--- src/rtl/satd_pkg.sv ---
// Shared definitions for the SATD control unit and datapath: phase encodings,
// control-word bit positions and default widths.
package satd_pkg;

    localparam int unsigned DIFF_W_DEF = 9;
    localparam int unsigned ACC_W_DEF  = 17;

    localparam int unsigned CTRL_W    = 10;
    localparam int unsigned STATE_W   = 2;
    localparam int unsigned COUNT_W   = 3;
    localparam int unsigned SATD_W    = 16;
    localparam int unsigned MAX_COUNT = 3;

    localparam int unsigned CTRL_ROW_LOAD   = 0;
    localparam int unsigned CTRL_V_ENABLE   = 1;
    localparam int unsigned CTRL_ACC_CLEAR  = 2;
    localparam int unsigned CTRL_ACC_ENABLE = 3;
    localparam int unsigned CTRL_OUT_STROBE = 4;

    typedef enum logic [STATE_W-1:0] {
        PH_IDLE      = 2'b00,
        PH_LOAD      = 2'b01,
        PH_TRANSFORM = 2'b10,
        PH_OUTPUT    = 2'b11
    } phase_e;

endpackage

--- src/rtl/hadamard4.sv ---
// Combinational 4-point Hadamard butterfly; output elements are 2 bits wider
// than the inputs, element 0 in the LSBs on both sides.
module hadamard4 #(
    parameter int unsigned IN_W = 9
) (
    input  logic [4*IN_W-1:0]     i_x,
    output logic [4*(IN_W+2)-1:0] o_y
);

    localparam int unsigned OUT_W = IN_W + 2;

    logic signed [OUT_W-1:0] w_a;
    logic signed [OUT_W-1:0] w_b;
    logic signed [OUT_W-1:0] w_c;
    logic signed [OUT_W-1:0] w_d;
    logic signed [OUT_W-1:0] w_s0;
    logic signed [OUT_W-1:0] w_d0;
    logic signed [OUT_W-1:0] w_s1;
    logic signed [OUT_W-1:0] w_d1;

    assign w_a = OUT_W'(signed'(i_x[IN_W-1:0]));
    assign w_b = OUT_W'(signed'(i_x[2*IN_W-1:IN_W]));
    assign w_c = OUT_W'(signed'(i_x[3*IN_W-1:2*IN_W]));
    assign w_d = OUT_W'(signed'(i_x[4*IN_W-1:3*IN_W]));

    assign w_s0 = w_a + w_b;
    assign w_d0 = w_a - w_b;
    assign w_s1 = w_c + w_d;
    assign w_d1 = w_c - w_d;

    // {a-b-c+d, a+b-c-d, a-b+c-d, a+b+c+d}
    assign o_y = {w_d0 - w_d1, w_s0 - w_s1, w_d0 + w_d1, w_s0 + w_s1};

endmodule

--- src/rtl/satd_datapath.sv ---
// SATD datapath: row Hadamard into a 4x4 buffer, column Hadamard with
// absolute-sum, saturating accumulator and halved/clamped SATD output.
module satd_datapath
    import satd_pkg::*;
#(
    parameter int unsigned DIFF_W = DIFF_W_DEF,
    parameter int unsigned ACC_W  = ACC_W_DEF
) (
    input  logic                  clk,
    input  logic                  reset,
    input  logic [CTRL_W-1:0]     ctrl_signal,
    input  logic [STATE_W-1:0]    ctrl_state,
    input  logic [COUNT_W-1:0]    ctrl_count,
    input  logic [4*DIFF_W-1:0]   diff_row,
    output logic [SATD_W-1:0]     satd,
    output logic                  satd_valid,
    output logic                  seq_error
);

    localparam int unsigned BUF_W  = DIFF_W + 2;
    localparam int unsigned COL_W  = DIFF_W + 4;
    localparam int unsigned CS_W   = COL_W + 2;
    localparam int unsigned SUM_W  = ((CS_W > ACC_W) ? CS_W : ACC_W) + 1;
    localparam int unsigned HALF_W = (ACC_W > SATD_W) ? ACC_W : SATD_W;
    localparam logic [ACC_W-1:0]  ACC_MAX  = '1;
    localparam logic [SATD_W-1:0] SATD_MAX = '1;

    logic signed [BUF_W-1:0] r_buf [4][4];
    logic [CS_W-1:0]         r_col_sum;
    logic [ACC_W-1:0]        r_acc;
    logic [SATD_W-1:0]       r_satd;
    logic                    r_satd_valid;
    logic                    r_seq_error;

    logic w_row_load;
    logic w_v_enable;
    logic w_acc_clear;
    logic w_acc_enable;
    logic w_out_strobe;
    logic w_in_idle;
    logic w_in_load;
    logic w_in_xform;
    logic w_in_out;
    logic w_cnt_ok;
    logic w_do_load;
    logic w_do_col;
    logic w_do_out;
    logic w_acc_add;
    logic w_viol;
    logic [1:0] w_idx;
    logic w_unused_rsvd;

    assign w_row_load   = ctrl_signal[CTRL_ROW_LOAD];
    assign w_v_enable   = ctrl_signal[CTRL_V_ENABLE];
    assign w_acc_clear  = ctrl_signal[CTRL_ACC_CLEAR];
    assign w_acc_enable = ctrl_signal[CTRL_ACC_ENABLE];
    assign w_out_strobe = ctrl_signal[CTRL_OUT_STROBE];
    assign w_unused_rsvd = &{1'b0, ctrl_signal[CTRL_W-1:CTRL_OUT_STROBE+1]};

    assign w_in_idle  = (ctrl_state == STATE_W'(PH_IDLE));
    assign w_in_load  = (ctrl_state == STATE_W'(PH_LOAD));
    assign w_in_xform = (ctrl_state == STATE_W'(PH_TRANSFORM));
    assign w_in_out   = (ctrl_state == STATE_W'(PH_OUTPUT));
    assign w_cnt_ok   = (ctrl_count <= COUNT_W'(MAX_COUNT));
    assign w_idx      = ctrl_count[1:0];

    // Illegal operations flag an error and are suppressed.
    assign w_do_load = w_row_load & w_in_load & w_cnt_ok;
    assign w_do_col  = w_v_enable & w_in_xform & w_cnt_ok;
    assign w_do_out  = w_out_strobe & w_in_out;
    assign w_acc_add = w_acc_enable & ~w_in_idle;
    assign w_viol    = (w_row_load & ~w_do_load) | (w_v_enable & ~w_do_col)
                     | (w_out_strobe & ~w_do_out);

    logic [4*BUF_W-1:0] w_row_h;
    logic [4*BUF_W-1:0] w_col_in;
    logic [4*COL_W-1:0] w_col_h;

    hadamard4 #(.IN_W(DIFF_W)) u_row_h4 (
        .i_x (diff_row),
        .o_y (w_row_h)
    );

    assign w_col_in = {r_buf[3][w_idx], r_buf[2][w_idx], r_buf[1][w_idx], r_buf[0][w_idx]};

    hadamard4 #(.IN_W(BUF_W)) u_col_h4 (
        .i_x (w_col_in),
        .o_y (w_col_h)
    );

    logic signed [COL_W-1:0] w_coef [4];
    logic [COL_W-1:0]        w_mag  [4];
    logic [CS_W-1:0]         w_col_sum;

    // Most-negative coefficient negates to itself, which reads correctly as unsigned.
    for (genvar k = 0; k < 4; k++) begin : g_abs
        assign w_coef[k] = w_col_h[k*COL_W +: COL_W];
        assign w_mag[k]  = w_coef[k][COL_W-1] ? COL_W'(-w_coef[k]) : COL_W'(w_coef[k]);
    end

    assign w_col_sum = CS_W'(w_mag[0]) + CS_W'(w_mag[1]) + CS_W'(w_mag[2]) + CS_W'(w_mag[3]);

    logic [ACC_W-1:0]  w_acc_base;
    logic [SUM_W-1:0]  w_acc_sum;
    logic [ACC_W-1:0]  w_acc_next;
    logic [HALF_W-1:0] w_half;
    logic [SATD_W-1:0] w_satd_next;

    // Clear takes effect before the add; the sum saturates instead of wrapping.
    always_comb begin
        w_acc_base = w_acc_clear ? '0 : r_acc;
        w_acc_sum  = SUM_W'(w_acc_base) + SUM_W'(r_col_sum);
        w_acc_next = w_acc_base;
        if (w_acc_add) begin
            if (w_acc_sum > SUM_W'(ACC_MAX)) begin
                w_acc_next = ACC_MAX;
            end else begin
                w_acc_next = ACC_W'(w_acc_sum);
            end
        end
    end

    assign w_half      = HALF_W'(r_acc >> 1);
    assign w_satd_next = (w_half > HALF_W'(SATD_MAX)) ? SATD_MAX : SATD_W'(w_half);

    always_ff @(posedge clk or negedge reset) begin
        if (!reset) begin
            for (int r = 0; r < 4; r++) begin
                for (int c = 0; c < 4; c++) begin
                    r_buf[r][c] <= '0;
                end
            end
            r_col_sum    <= '0;
            r_acc        <= '0;
            r_satd       <= '0;
            r_satd_valid <= 1'b0;
            r_seq_error  <= 1'b0;
        end else begin
            if (w_do_load) begin
                for (int k = 0; k < 4; k++) begin
                    r_buf[w_idx][k] <= w_row_h[k*BUF_W +: BUF_W];
                end
            end
            if (w_do_col) begin
                r_col_sum <= w_col_sum;
            end
            r_acc        <= w_acc_next;
            r_satd_valid <= w_do_out;
            if (w_do_out) begin
                r_satd <= w_satd_next;
            end
            if (w_viol) begin
                r_seq_error <= 1'b1;
            end else if (w_acc_clear) begin
                r_seq_error <= 1'b0;
            end
        end
    end

    assign satd       = r_satd;
    assign satd_valid = r_satd_valid;
    assign seq_error  = r_seq_error;

endmodule
--- config.mk ---
export PLATFORM = sky130hd
export DESIGN_NAME = satd_datapath
export DESIGN_NICKNAME = d
export VERILOG_FILES = /design/src/rtl/satd_pkg.sv /design/src/rtl/hadamard4.sv /design/src/rtl/satd_datapath.sv
export SDC_FILE = /design/constraint.sdc
export NUM_CORES = 1
export LEC_CHECK = 0
export BUFFER_PORTS_ARGS = -buffer_cell sky130_fd_sc_hd__buf_2
export CORE_AREA = 2 2 208 210
export CTS_CLUSTER_SIZE = 25
export DETAILED_ROUTE_END_ITERATION = 10
export DIE_AREA = 0 0 210 212
export REMOVE_ABC_BUFFERS = 1
export SLEW_MARGIN = 20
export SYNTH_ARGS = -nofsm -noshare
export SYNTH_HDL_FRONTEND = slang
export SYNTH_SLANG_ARGS = --single-unit
--- constraint.sdc ---
create_clock -name clk -period 18.77 [get_ports clk]
set_input_delay 3.754 -clock clk [delete_from_list [all_inputs] [get_ports clk]]
set_output_delay 3.754 -clock clk [all_outputs]
set_load 0.05 [all_outputs]
**Word level (Yosys, flattened, before mapping)**

Index checks and enable logic that the tools add are counted.

- Bits in registers: 226
- Input bits: 53
- Output and inout bits: 18
- Word-level logic and storage cells: 106

- Add/sub/neg operators: 24
- Order comparisons: 5
- Equal/unequal tests: 3
- Multiplexer cells: 34
- Bitwise gates (word level): 16
- Reduce and logical (&&, ||, !) cells: 3

Operators with widths:

| kind | count |
|---|---|
| bitwise mux 176 bit | 4 |
| demux 44 bit (select 2 bit) | 4 |
| 2-to-1 mux 11 bit | 9 |
| binary-select mux 11 bit (select 2 bit) | 4 |
| 2-to-1 mux 13 bit | 4 |
| negation 13 bit | 4 |
| 2-to-1 mux 17 bit | 3 |
| 2-to-1 mux 44 bit | 1 |
| 2-to-1 mux 33 bit | 1 |
| adder 13 bit | 2 |
| subtractor 13 bit | 2 |
| adder 11 x 11 -> 12 bit | 2 |
| subtractor 11 x 11 -> 12 bit | 2 |
| adder 11 bit | 2 |
| 2-to-1 mux 22 bit | 1 |
| subtractor 11 bit | 2 |
| adder 9 x 9 -> 10 bit | 2 |
| subtractor 9 x 9 -> 10 bit | 2 |
| adder 17 x 15 -> 18 bit | 1 |
| greater-than comparator 18 x 17 -> 1 bit (second input constant) | 1 |
| greater-than comparator 16 bit (second input constant) | 1 |
| 2-to-1 mux 16 bit | 1 |
| adder 14 x 13 -> 15 bit | 1 |
| adder 15 x 13 -> 15 bit | 1 |
| other kinds (14) | 28 |

**Logic depth before layout (Yosys ltp)**

Gate-level depths: netlist of the first run.

- Depth after elaboration: 11
- Gate-level depth with buffers: 37
- Depth with buffers taken out: 33

**By module**

Synthesis of the first run repeated with hierarchy kept, for this count alone.

- Cell total of the unflattened synthesis: 2031
- Area total of the unflattened synthesis: 20090.5 um2

By module, submodules not included:

| module | instances | cells each | area an instance (um2) | sequential area each (um2) |
|---|---|---|---|---|
| satd_datapath | 1 | 992 | 12509.5 | 5655.4 |
| hadamard4 at u_col_h4 | 1 | 580 | 4211.5 | 0.0 |
| hadamard4 at u_row_h4 | 1 | 459 | 3369.5 | 0.0 |

**Worst setup path before layout of the first run**

OpenSTA, ideal clock, no wires.

- Kind: input port to flip-flop
- From: in ctrl_count[0]
- To: reg r_col_sum[13]
- Setup time: 0.133 ns
- Arrival: 11.586 ns
- Data required time: 18.637 ns
- Path slack: 7.051 ns
- Stages on the path: 34
- Buffers on the path: 4
- Path through: clkbuf_1 buf_2 buf_1 mux4_2 ha_1 inv_1 o21bai_1 a21o_1 a21oi_1 o21ai_0 a311oi_1 xnor2_1 ha_1 clkbuf_1 inv_1 a31oi_1 o31ai_1 a2111oi_0 a21o_1 nor2_1 a21oi_1 fa_1 fa_1 inv_1 ha_1 fa_1 a21o_1 a21oi_1 nor2_1 o21ai_0 a21oi_1 a211oi_1 xor2_1 o21ai_0

- Cells in the longest elaborated chain, start to end: 11

Ends and longest elaborated chain:

| item | RTL line | RTL |
|---|---|---|
| start: declaration | satd_datapath.sv:13 | `input logic [COUNT_W-1:0] ctrl_count,` |
| NOT 2 -> 3 bit (not written as such) | satd_datapath.sv:84 | `assign w_col_in = {r_buf[3][w_idx], r_buf[2][w_idx], r_buf[1][w_idx], r_buf[0][w_idx]};` |
| binary-select mux 11 bit (select 2 bit) | satd_datapath.sv:84 |  |
| 2-to-1 mux 11 bit (not written as such) (2 in series) | satd_datapath.sv:84 |  |
| adder 11 x 11 -> 12 bit (tied with other cells) | hadamard4.sv:26 | `assign w_s0 = w_a + w_b;` |
| adder 13 bit | hadamard4.sv:32 | `assign o_y = {w_d0 - w_d1, w_s0 - w_s1, w_d0 + w_d1, w_s0 + w_s1};` |
| negation 13 bit | satd_datapath.sv:98 | `assign w_mag[k] = w_coef[k][COL_W-1] ? COL_W'(-w_coef[k]) : COL_W'(w_coef[k]);` |
| 2-to-1 mux 13 bit | satd_datapath.sv:98 |  |
| adder 13 x 13 -> 14 bit | satd_datapath.sv:101 | `assign w_col_sum = CS_W'(w_mag[0]) + CS_W'(w_mag[1]) + CS_W'(w_mag[2]) + CS_W'(w_mag[3]);` |
| adder 14 x 13 -> 15 bit | satd_datapath.sv:101 |  |
| adder 15 x 13 -> 15 bit | satd_datapath.sv:101 |  |
| end signal: assignment | satd_datapath.sv:145 | `r_col_sum <= w_col_sum;` |
| end: declaration | satd_datapath.sv:29 | `logic [CS_W-1:0] r_col_sum;` |

Several ways; a longest one is shown, not always the timed one. The select of a mux whose other input is x is not followed.
A chain may end at the register's enable or synchronous reset.

**Worst setup path in the final report of the first run**

Ends and elaborated chain as after synthesis.

==> reports/results.txt, run 1 <==
count of TritonRoute iterations in the first routing pass -> 5
Final Hold Viols -> 0
Arrival @ worst endpoint -> 12.39 ns
number of antenna violations at the first check in global routing -> 0
Root Buffer -> sky130_fd_sc_hd__clkbuf_16
Crit Path Category -> in -> reg
multi-input gate area in the final layout -> 12,600 um2
Max Fanout on Critical Path -> 56
area taken by flip-flops and latches -> 5560 um2
Cell Rows -> 76
CP dominant cell by count -> sky130_fd_sc_hd__a21oi_1
mean area per synthesized cell -> 8.72 um2
total routed wirelength -> 45,100 um
clock sink total -> 222
initial drt markers -> 953
startpoint of the worst-slack reg-to-reg timing path -> r_buf[89]
start point of the worst hold path -> r_buf[39]
run status -> completed
count of cells resized by post-cts repair -> 0
total track usage -> 0.206
endpoint type of the worst setup path -> flop
drt wl/cell -> 16.2 um
critical register-to-register path endpoint -> r_col_sum[13]
Post-Synthesis Cells -> 2,211
Setup crit end -> r_col_sum[13]
number of cells on the worst reg-to-reg path -> 31
data required time at the worst endpoint -> 19.16 ns
EDFF count, synth -> 0
final period demand of the worst path -> 12.00 ns
area of the mapped netlist -> 19,300 um2
maximum number of pins on one net before global-route repair -> 84
placed wire-length estimate -> 35,100 um
Vias/cell -> 5.41
worst-case clock buffer depth -> 3
Skew-Pair Late Insertion Delay -> 0.54 ns
Worst Clk Skew -> 0.0159 ns
Setup TNS -> 0 ns
fill count -> 4,028
global-route wire length before repair -> 74,700 um
number of vias after detailed routing -> 15,048
slack of the worst reg-to-reg path -> 10.50 ns
Async S/R FF share, synth -> 1.00
final setup fails -> 0
Total Nets Final -> 2,515
count of maximum capacitance violations -> 0
Synth Register Bits -> 222
distinct cell type count of the synthesized netlist -> 82
# IOs -> 71
RSZ-0062 raised after global routing -> false
overall die width -> 210 um
core box area -> 42,500 um2
Die ar. -> 44,500 um2
number of max-slew violations in the final report -> 0
highest clock frequency the design can meet -> 0.0833 GHz
Crit-path slowest cell -> sky130_fd_sc_hd__buf_4
number of buffers inserted by hold repair at cts -> 0
gp weighted congestion -> 0.895
slew margin rel. -> 0.321
Max stage delay on crit path -> 0.72 ns
post-detailed-route DRC marker count -> 0
minimum hold slack -> 0.474 ns
critical path launch point -> ctrl_count[0]
y dimension of the die -> 212 um
most common library cell in the layout ignoring fill and taps -> sky130_fd_sc_hd__nand2_1
level count of the clock H-tree -> 1
register area share after synthesis -> 0.288
Antenna diodes -> 0
synthesis-to-layout area growth -> 8.10%
vias in the first global route -> 15,187
Hold/Removal Path Class -> reg -> reg
leading register cell type out of synthesis -> sky130_fd_sc_hd__dfrtp_1
share of post-route cells with drive strength above 1 -> 0.0962
worst-margin pin slew -> 1.02 ns
commonest cells after routing, fill and taps aside -> 311 x sky130_fd_sc_hd__nand2_1, 222 x sky130_fd_sc_hd__dfrtp_1, 210 x sky130_fd_sc_hd__inv_1
utilization after layout -> 0.490
setup repair bufs after CTS -> 0
# port buffers -> 65
Synth Warn # -> 0
aggregate global routing overflow -> 0
CTS tree -> done
clock transition at the registers of the reported paths -> 0.07 ns
antenna violation net count after detailed routing -> 0
startpoint type of the worst setup path -> primary input
initial core utilization -> 0.454
TritonCTS Buffers -> 24
part of the cycle the worst path needs -> 0.639
-- logic make-up (layout without fill, tap and decap cells) --
group                      Yosys count  in the layout  share of synthesized area
xor gates and xnor gates           189            189                     0.0858
muxes                               82             82                     0.0706
buffers and inverters              304            329                     0.0607
AOI/OAI and AO/OA                  552            552                      0.177
adders and majority gates          243            243                      0.174
DFF                                222            222                      0.288
and+or+nand+nor                    619            619                      0.144
-- through the flow --
stage               std cells  cell area [um2]  setup WS (ns)
CTS                      2782            20800           6.75
floorplan                2118            18900           8.09
global placement         2739            20000           6.32
detailed placement       2739            20000           6.19
finish                   2782            20800           6.77
global route             2782            20800           6.06
-- synthesized netlist by cell type, types with 5 or more instances --
library cell,n,area (um2)
sky130_fd_sc_hd__nor3b_1,7,52.6
sky130_fd_sc_hd__nor4_1,5,31.3
sky130_fd_sc_hd__nor3_1,36,180
sky130_fd_sc_hd__nand2b_1,24,150
sky130_fd_sc_hd__buf_1,11,41.3
sky130_fd_sc_hd__fa_1,42,841
sky130_fd_sc_hd__o21bai_1,42,315
sky130_fd_sc_hd__o31ai_1,14,105
sky130_fd_sc_hd__nor2_1,128,480
sky130_fd_sc_hd__a21o_1,35,263
sky130_fd_sc_hd__a2111oi_0,6,52.6
sky130_fd_sc_hd__inv_1,210,788
sky130_fd_sc_hd__a211oi_1,7,52.6
sky130_fd_sc_hd__mux2_2,32,360
sky130_fd_sc_hd__nor2b_1,31,194
sky130_fd_sc_hd__clkbuf_1,74,278
sky130_fd_sc_hd__or3_1,7,43.8
sky130_fd_sc_hd__buf_2,5,25.0
sky130_fd_sc_hd__mux2i_1,10,100
sky130_fd_sc_hd__dfrtp_1,222,5560
sky130_fd_sc_hd__and3_1,9,56.3
sky130_fd_sc_hd__xnor2_1,135,1180
sky130_fd_sc_hd__ha_1,201,2510
sky130_fd_sc_hd__nand2_1,312,1170
sky130_fd_sc_hd__a21boi_0,9,67.6
sky130_fd_sc_hd__nor4b_1,5,43.8
sky130_fd_sc_hd__nand4_1,5,31.3
sky130_fd_sc_hd__nand3_1,22,110
sky130_fd_sc_hd__a21oi_1,128,641
sky130_fd_sc_hd__mux4_2,40,901
sky130_fd_sc_hd__xor2_1,54,473
sky130_fd_sc_hd__o31a_1,6,52.6
sky130_fd_sc_hd__o21a_1,25,188
sky130_fd_sc_hd__o21ai_0,202,1010
sky130_fd_sc_hd__a31oi_1,25,156
-- worst max-delay path, delay by kind of cell --
family | cells | cell delay, ns
mux | 1 | 0.64
buf+inv | 4 | 1.10
fa+ha+maj | 6 | 2.35
compound gates | 17 | 4.03
simple gates | 2 | 0.13
xor+xnor | 2 | 0.35
-- area by class of cell --
cell class | count | share of cell area
inverter | 211 | 0.0380
sequential | 222 | 0.266
clock inverter | 10 | 0.00516
clock buffer | 33 | 0.0339
multi-input combinational | 1685 | 0.604
tap | 546 | 0.0328
timing repair buffer | 75 | 0.0200
-- worst min-delay path by stage --
stage,endpoint,slack [ns],cells past startpoint
floorplan,r_buf[150],0.44,2
global placement,r_buf[160],0.45,2
detailed placement,r_buf[62],0.46,2
CTS,r_buf[62],0.48,2
global route,r_buf[62],0.49,2
finish,r_buf[39],0.47,2
-- sequential cells by signal, summed over array words and instances, names as in the netlist --
register / flops
r_buf: 172
satd_valid: 1
satd: 16
r_col_sum: 15
r_acc: 17
seq_error: 1
-- per-layer routing --
| layer | vias up | wire (um) | global-route usage |
|---|---|---|---|
| met5 | - | 0 | 0 |
| met4 | 0 | 1010 | 0.0521 |
| met2 | 214 | 22500 | 0.390 |
| li1 | 7530 | - | - |
| met1 | 7233 | 20300 | 0.254 |
| met3 | 71 | 1290 | 0.0152 |
Power of run 1 is not shown: default switching activity piles up to over one toggle a cycle in this logic, so the estimate is an artifact.
==> inputs of run 2 (changes only) <==
clock period = 10.9 ns   (was 18.77 ns; I/O delays follow)
==> run 2 against run 1 <==
  * Via count is 0.35% lower
  * Final cell count rose by 0.43%
  * First-iteration DRC count is 31% lower
  * Register-to-register slack worse by 7.8 ns
  * Core utilization up 0.27 points
  * Sequential share of layout area decreased by 0.14 points
  * Die area unchanged
  * Critical path depth fell by 1
  * Clock skew fell by 0.0023 ns
  * Flip-flop and latch count did not move
  * Worst hold slack worse by 0.0016 ns
  * Count of clock-buffer cells in the layout increased by 2
  * Largest cell class unchanged
  * Highest routed layer unchanged
==> reports/results.txt, run 2 (same netlist as run 1, synthesis figures left out) <==
Cell Rows -> 76
vias in the first global route -> 15,445
Final Hold Viols -> 0
number of antenna violations at the first check in global routing -> 0
Crit-path slowest cell -> sky130_fd_sc_hd__mux4_2
TritonCTS Buffers -> 25
Max stage delay on crit path -> 0.57 ns
gp weighted congestion -> 0.863
final setup fails -> 0
antenna violation net count after detailed routing -> 0
total routed wirelength -> 45,600 um
level count of the clock H-tree -> 1
initial core utilization -> 0.454
overall die width -> 210 um
post-detailed-route DRC marker count -> 0
worst-case clock buffer depth -> 3
count of cells resized by post-cts repair -> 0
most common library cell in the layout ignoring fill and taps -> sky130_fd_sc_hd__nand2_1
clock transition at the registers of the reported paths -> 0.06 ns
# IOs -> 71
clock sink total -> 222
final period demand of the worst path -> 9.89 ns
Hold/Removal Path Class -> reg -> reg
count of maximum capacitance violations -> 0
core box area -> 42,500 um2
largest register by flop count -> r_buf
data required time at the worst endpoint -> 11.28 ns
slew margin rel. -> 0.259
share of post-route cells with drive strength above 1 -> 0.101
# port buffers -> 65
Worst Clk Skew -> 0.0136 ns
initial drt markers -> 655
setup repair bufs after CTS -> 0
count of TritonRoute iterations in the first routing pass -> 5
Largest register FFs -> 172
number of buffers inserted by hold repair at cts -> 0
commonest cells after routing, fill and taps aside -> 311 x sky130_fd_sc_hd__nand2_1, 222 x sky130_fd_sc_hd__dfrtp_1, 210 x sky130_fd_sc_hd__inv_1
Setup TNS -> 0 ns
Root Buffer -> sky130_fd_sc_hd__clkbuf_16
Die ar. -> 44,500 um2
number of vias after detailed routing -> 14,996
y dimension of the die -> 212 um
run status -> completed
endpoint type of the worst setup path -> flop
part of the cycle the worst path needs -> 0.907
Total Nets Final -> 2,527
highest clock frequency the design can meet -> 0.101 GHz
Max Fanout on Critical Path -> 19
global-route wire length before repair -> 76,200 um
CP dominant cell by count -> sky130_fd_sc_hd__a21oi_1
RSZ-0062 raised after global routing -> false
Crit Path Category -> in -> reg
startpoint type of the worst setup path -> primary input
maximum number of pins on one net before global-route repair -> 92
Antenna diodes -> 0
number of max-slew violations in the final report -> 0
aggregate global routing overflow -> 0
Arrival @ worst endpoint -> 10.27 ns
drt wl/cell -> 16.3 um
fill count -> 3,968
synthesis-to-layout area growth -> 8.69%
total track usage -> 0.210
Vias/cell -> 5.37
CTS tree -> done
worst-margin pin slew -> 1.11 ns
placed wire-length estimate -> 36,100 um
Skew-Pair Late Insertion Delay -> 0.54 ns
==> run 2: per-layer routing <==
layer | routed length [um] | global-route usage | up-vias
met4 | 890 | 0.0526 | 0
li1 | - | - | 7546
met1 | 20100 | 0.256 | 7188
met2 | 23500 | 0.399 | 200
met5 | 0 | 0 | -
met3 | 1070 | 0.0176 | 62
==> run 2: layout make-up <==
| cell class | count | area [um2] | share of cell area |
|---|---|---|---|
| Tap cell | 546 | 683 | 0.0326 |
| Multi-Input combinational cell | 1685 | 12600 | 0.600 |
| Inverter | 211 | 792 | 0.0378 |
| Clock inverter | 9 | 109 | 0.00519 |
| Clock buffer | 35 | 743 | 0.0355 |
| Sequential cell | 222 | 5560 | 0.265 |
| Timing Repair Buffer | 86 | 495 | 0.0236 |
==> run 2: path summary, 6_finish.rpt <==
kind | startpoint | endpoint | slack (ns) | depth (start not counted)
max | ctrl_count[0] | r_col_sum[13] | 1.01 | 31
min | r_buf[93] | r_buf[93] | 0.47 | 2
max reg2reg | r_buf[56] | r_col_sum[13] | 2.71 | 30
min reg2reg | r_buf[93] | r_buf[93] | 0.47 | 2
max in group asynchronous | reset | r_buf[174] | 7.13 | 3
min in group asynchronous | reset | r_buf[154] | 1.68 | 1
==> run 2: stage by stage <==
stage / setup slack (ns) / cell area [um2] / cells / hold WS (ns) / utilization
after floorplan: 1.80 / 18900 / 2118 / 0.440 / -
after global placement: 0.453 / 20100 / 2750 / 0.453 / 0.473
after detailed placement: 0.373 / 20100 / 2750 / 0.461 / 0.473
after CTS: 0.924 / 21000 / 2794 / 0.476 / 0.493
after global routing: 0.475 / 21000 / 2794 / 0.493 / 0.493
final: 1.01 / 21000 / 2794 / 0.472 / 0.493
==> run 2: worst max-delay path: cells and delay by family <==
kind,cells,cell delay [ns]
buffers and inverters,4,0.77
multiplexers,1,0.57
AO/OA/AOI/OAI,15,3.56
AND/OR/NAND/NOR,3,0.49
adder cells (fa/ha/maj),6,2.25
XOR/XNOR,2,0.43
Power of run 2 is left out for the same reason.
==> inputs of run 3 (changes only) <==
CTS_BUF_LIST = sky130_fd_sc_hd__clkbuf_16   (was default)
==> run 3 against run 2 <==
  * Via count increased by 0.19%
  * Count of clock-buffer cells in the layout decreased by 10
  * Critical path depth unchanged
  * Non-clock buffer count unchanged
  * Largest cell class unchanged
==> reports/results.txt, run 3 (same netlist as run 1, synthesis figures left out) <==
number of max-slew violations in the final report -> 0
total routed wirelength -> 45,600 um
y dimension of the die -> 212 um
vias in the first global route -> 15,450
count of maximum capacitance violations -> 0
Setup TNS -> 0 ns
final period demand of the worst path -> 9.91 ns
number of vias after detailed routing -> 15,025
placed wire-length estimate -> 36,100 um
clock transition at the registers of the reported paths -> 0.06 ns
Vias/cell -> 5.38
fill count -> 3,984
clock sink total -> 222
CTS tree -> done
Worst Clk Skew -> 0.0128 ns
core box area -> 42,500 um2
count of cells resized by post-cts repair -> 0
number of antenna violations at the first check in global routing -> 0
Arrival @ worst endpoint -> 10.30 ns
RSZ-0062 raised after global routing -> false
initial drt markers -> 643
level count of the clock H-tree -> 1
initial core utilization -> 0.454
slew margin rel. -> 0.271
# port buffers -> 65
antenna violation net count after detailed routing -> 0
Max stage delay on crit path -> 0.57 ns
setup repair bufs after CTS -> 0
Root Buffer -> sky130_fd_sc_hd__clkbuf_16
Final Hold Viols -> 0
part of the cycle the worst path needs -> 0.909
TritonCTS Buffers -> 25
DP Worst Slack -> 0.373 ns
Crit Path Category -> in -> reg
worst-margin pin slew -> 1.09 ns
count of TritonRoute iterations in the first routing pass -> 5
CP dominant cell by count -> sky130_fd_sc_hd__a21oi_1
largest register by flop count -> r_buf
aggregate global routing overflow -> 0
Total Nets Final -> 2,527
drt wl/cell -> 16.3 um
commonest cells after routing, fill and taps aside -> 311 x sky130_fd_sc_hd__nand2_1, 222 x sky130_fd_sc_hd__dfrtp_1, 212 x sky130_fd_sc_hd__inv_1
gp weighted congestion -> 0.863
multi-input gate area in the final layout -> 12,600 um2
Crit-path slowest cell -> sky130_fd_sc_hd__mux4_2
worst-case clock buffer depth -> 3
global-route wire length before repair -> 76,200 um
endpoint type of the worst setup path -> flop
area taken by flip-flops and latches -> 5560 um2
data required time at the worst endpoint -> 11.29 ns
Die ar. -> 44,500 um2
Cell Rows -> 76
final setup fails -> 0
maximum number of pins on one net before global-route repair -> 92
share of post-route cells with drive strength above 1 -> 0.0974
most common library cell in the layout ignoring fill and taps -> sky130_fd_sc_hd__nand2_1
total track usage -> 0.210
synthesis-to-layout area growth -> 8.28%
number of buffers inserted by hold repair at cts -> 0
post-detailed-route DRC marker count -> 0
Skew-Pair Late Insertion Delay -> 0.54 ns
Antenna diodes -> 0
Largest register FFs -> 172
Max Fanout on Critical Path -> 19
highest clock frequency the design can meet -> 0.101 GHz
run status -> completed
# IOs -> 71
startpoint type of the worst setup path -> primary input
final critical-path setup slack -> 0.987 ns
overall die width -> 210 um
Hold/Removal Path Class -> reg -> reg
==> run 3: worst paths after layout <==
path                                     from             to  slack, ns  depth (start not counted)
worst min-delay path               r_buf[122]     r_buf[122]       0.47                          2
min in group asynchronous               reset     r_buf[154]       1.68                          1
worst max-delay path            ctrl_count[0]  r_col_sum[13]       0.99                         31
worst max register to register      r_buf[45]  r_col_sum[13]       2.69                         30
worst min register to register     r_buf[122]     r_buf[122]       0.47                          2
max in group asynchronous               reset     r_buf[174]       7.12                          3
==> run 3: final cells by class <==
cell class,instances,share of cell area
inverters,211,0.0379
repair buffers,86,0.0237
clock inverters,19,0.00701
flip-flops and latches,222,0.266
multi-input cells,1685,0.603
well taps,546,0.0327
clock buffers,25,0.0300
==> run 3: worst max-delay path, delay by kind of cell <==
kind,cells,cell delay (ns)
AO/OA/AOI/OAI,15,3.58
adder cells (fa/ha/maj),6,2.25
buffers and inverters,4,0.77
multiplexers,1,0.57
AND/OR/NAND/NOR,3,0.49
XOR/XNOR,2,0.43
==> run 3: routing by layer <==
metal	vias up	global-route usage	routed length, um
met4	0	0.0533	927
met1	7201	0.256	20000
met5	-	0	0
met3	65	0.0177	1190
li1	7552	-	-
met2	207	0.398	23500
==> run 3: metrics by stage <==
| step | hold slack (ns) | area, um2 | utilization | cells |
|---|---|---|---|---|
| after floorplan | 0.440 | 18900 | - | 2118 |
| after global placement | 0.453 | 20100 | 0.473 | 2750 |
| after detailed placement | 0.461 | 20100 | 0.473 | 2750 |
| after CTS | 0.476 | 20900 | 0.491 | 2794 |
| after global routing | 0.493 | 20900 | 0.491 | 2794 |
| final | 0.472 | 20900 | 0.491 | 2794 |
Power of run 3 is left out for the same reason.
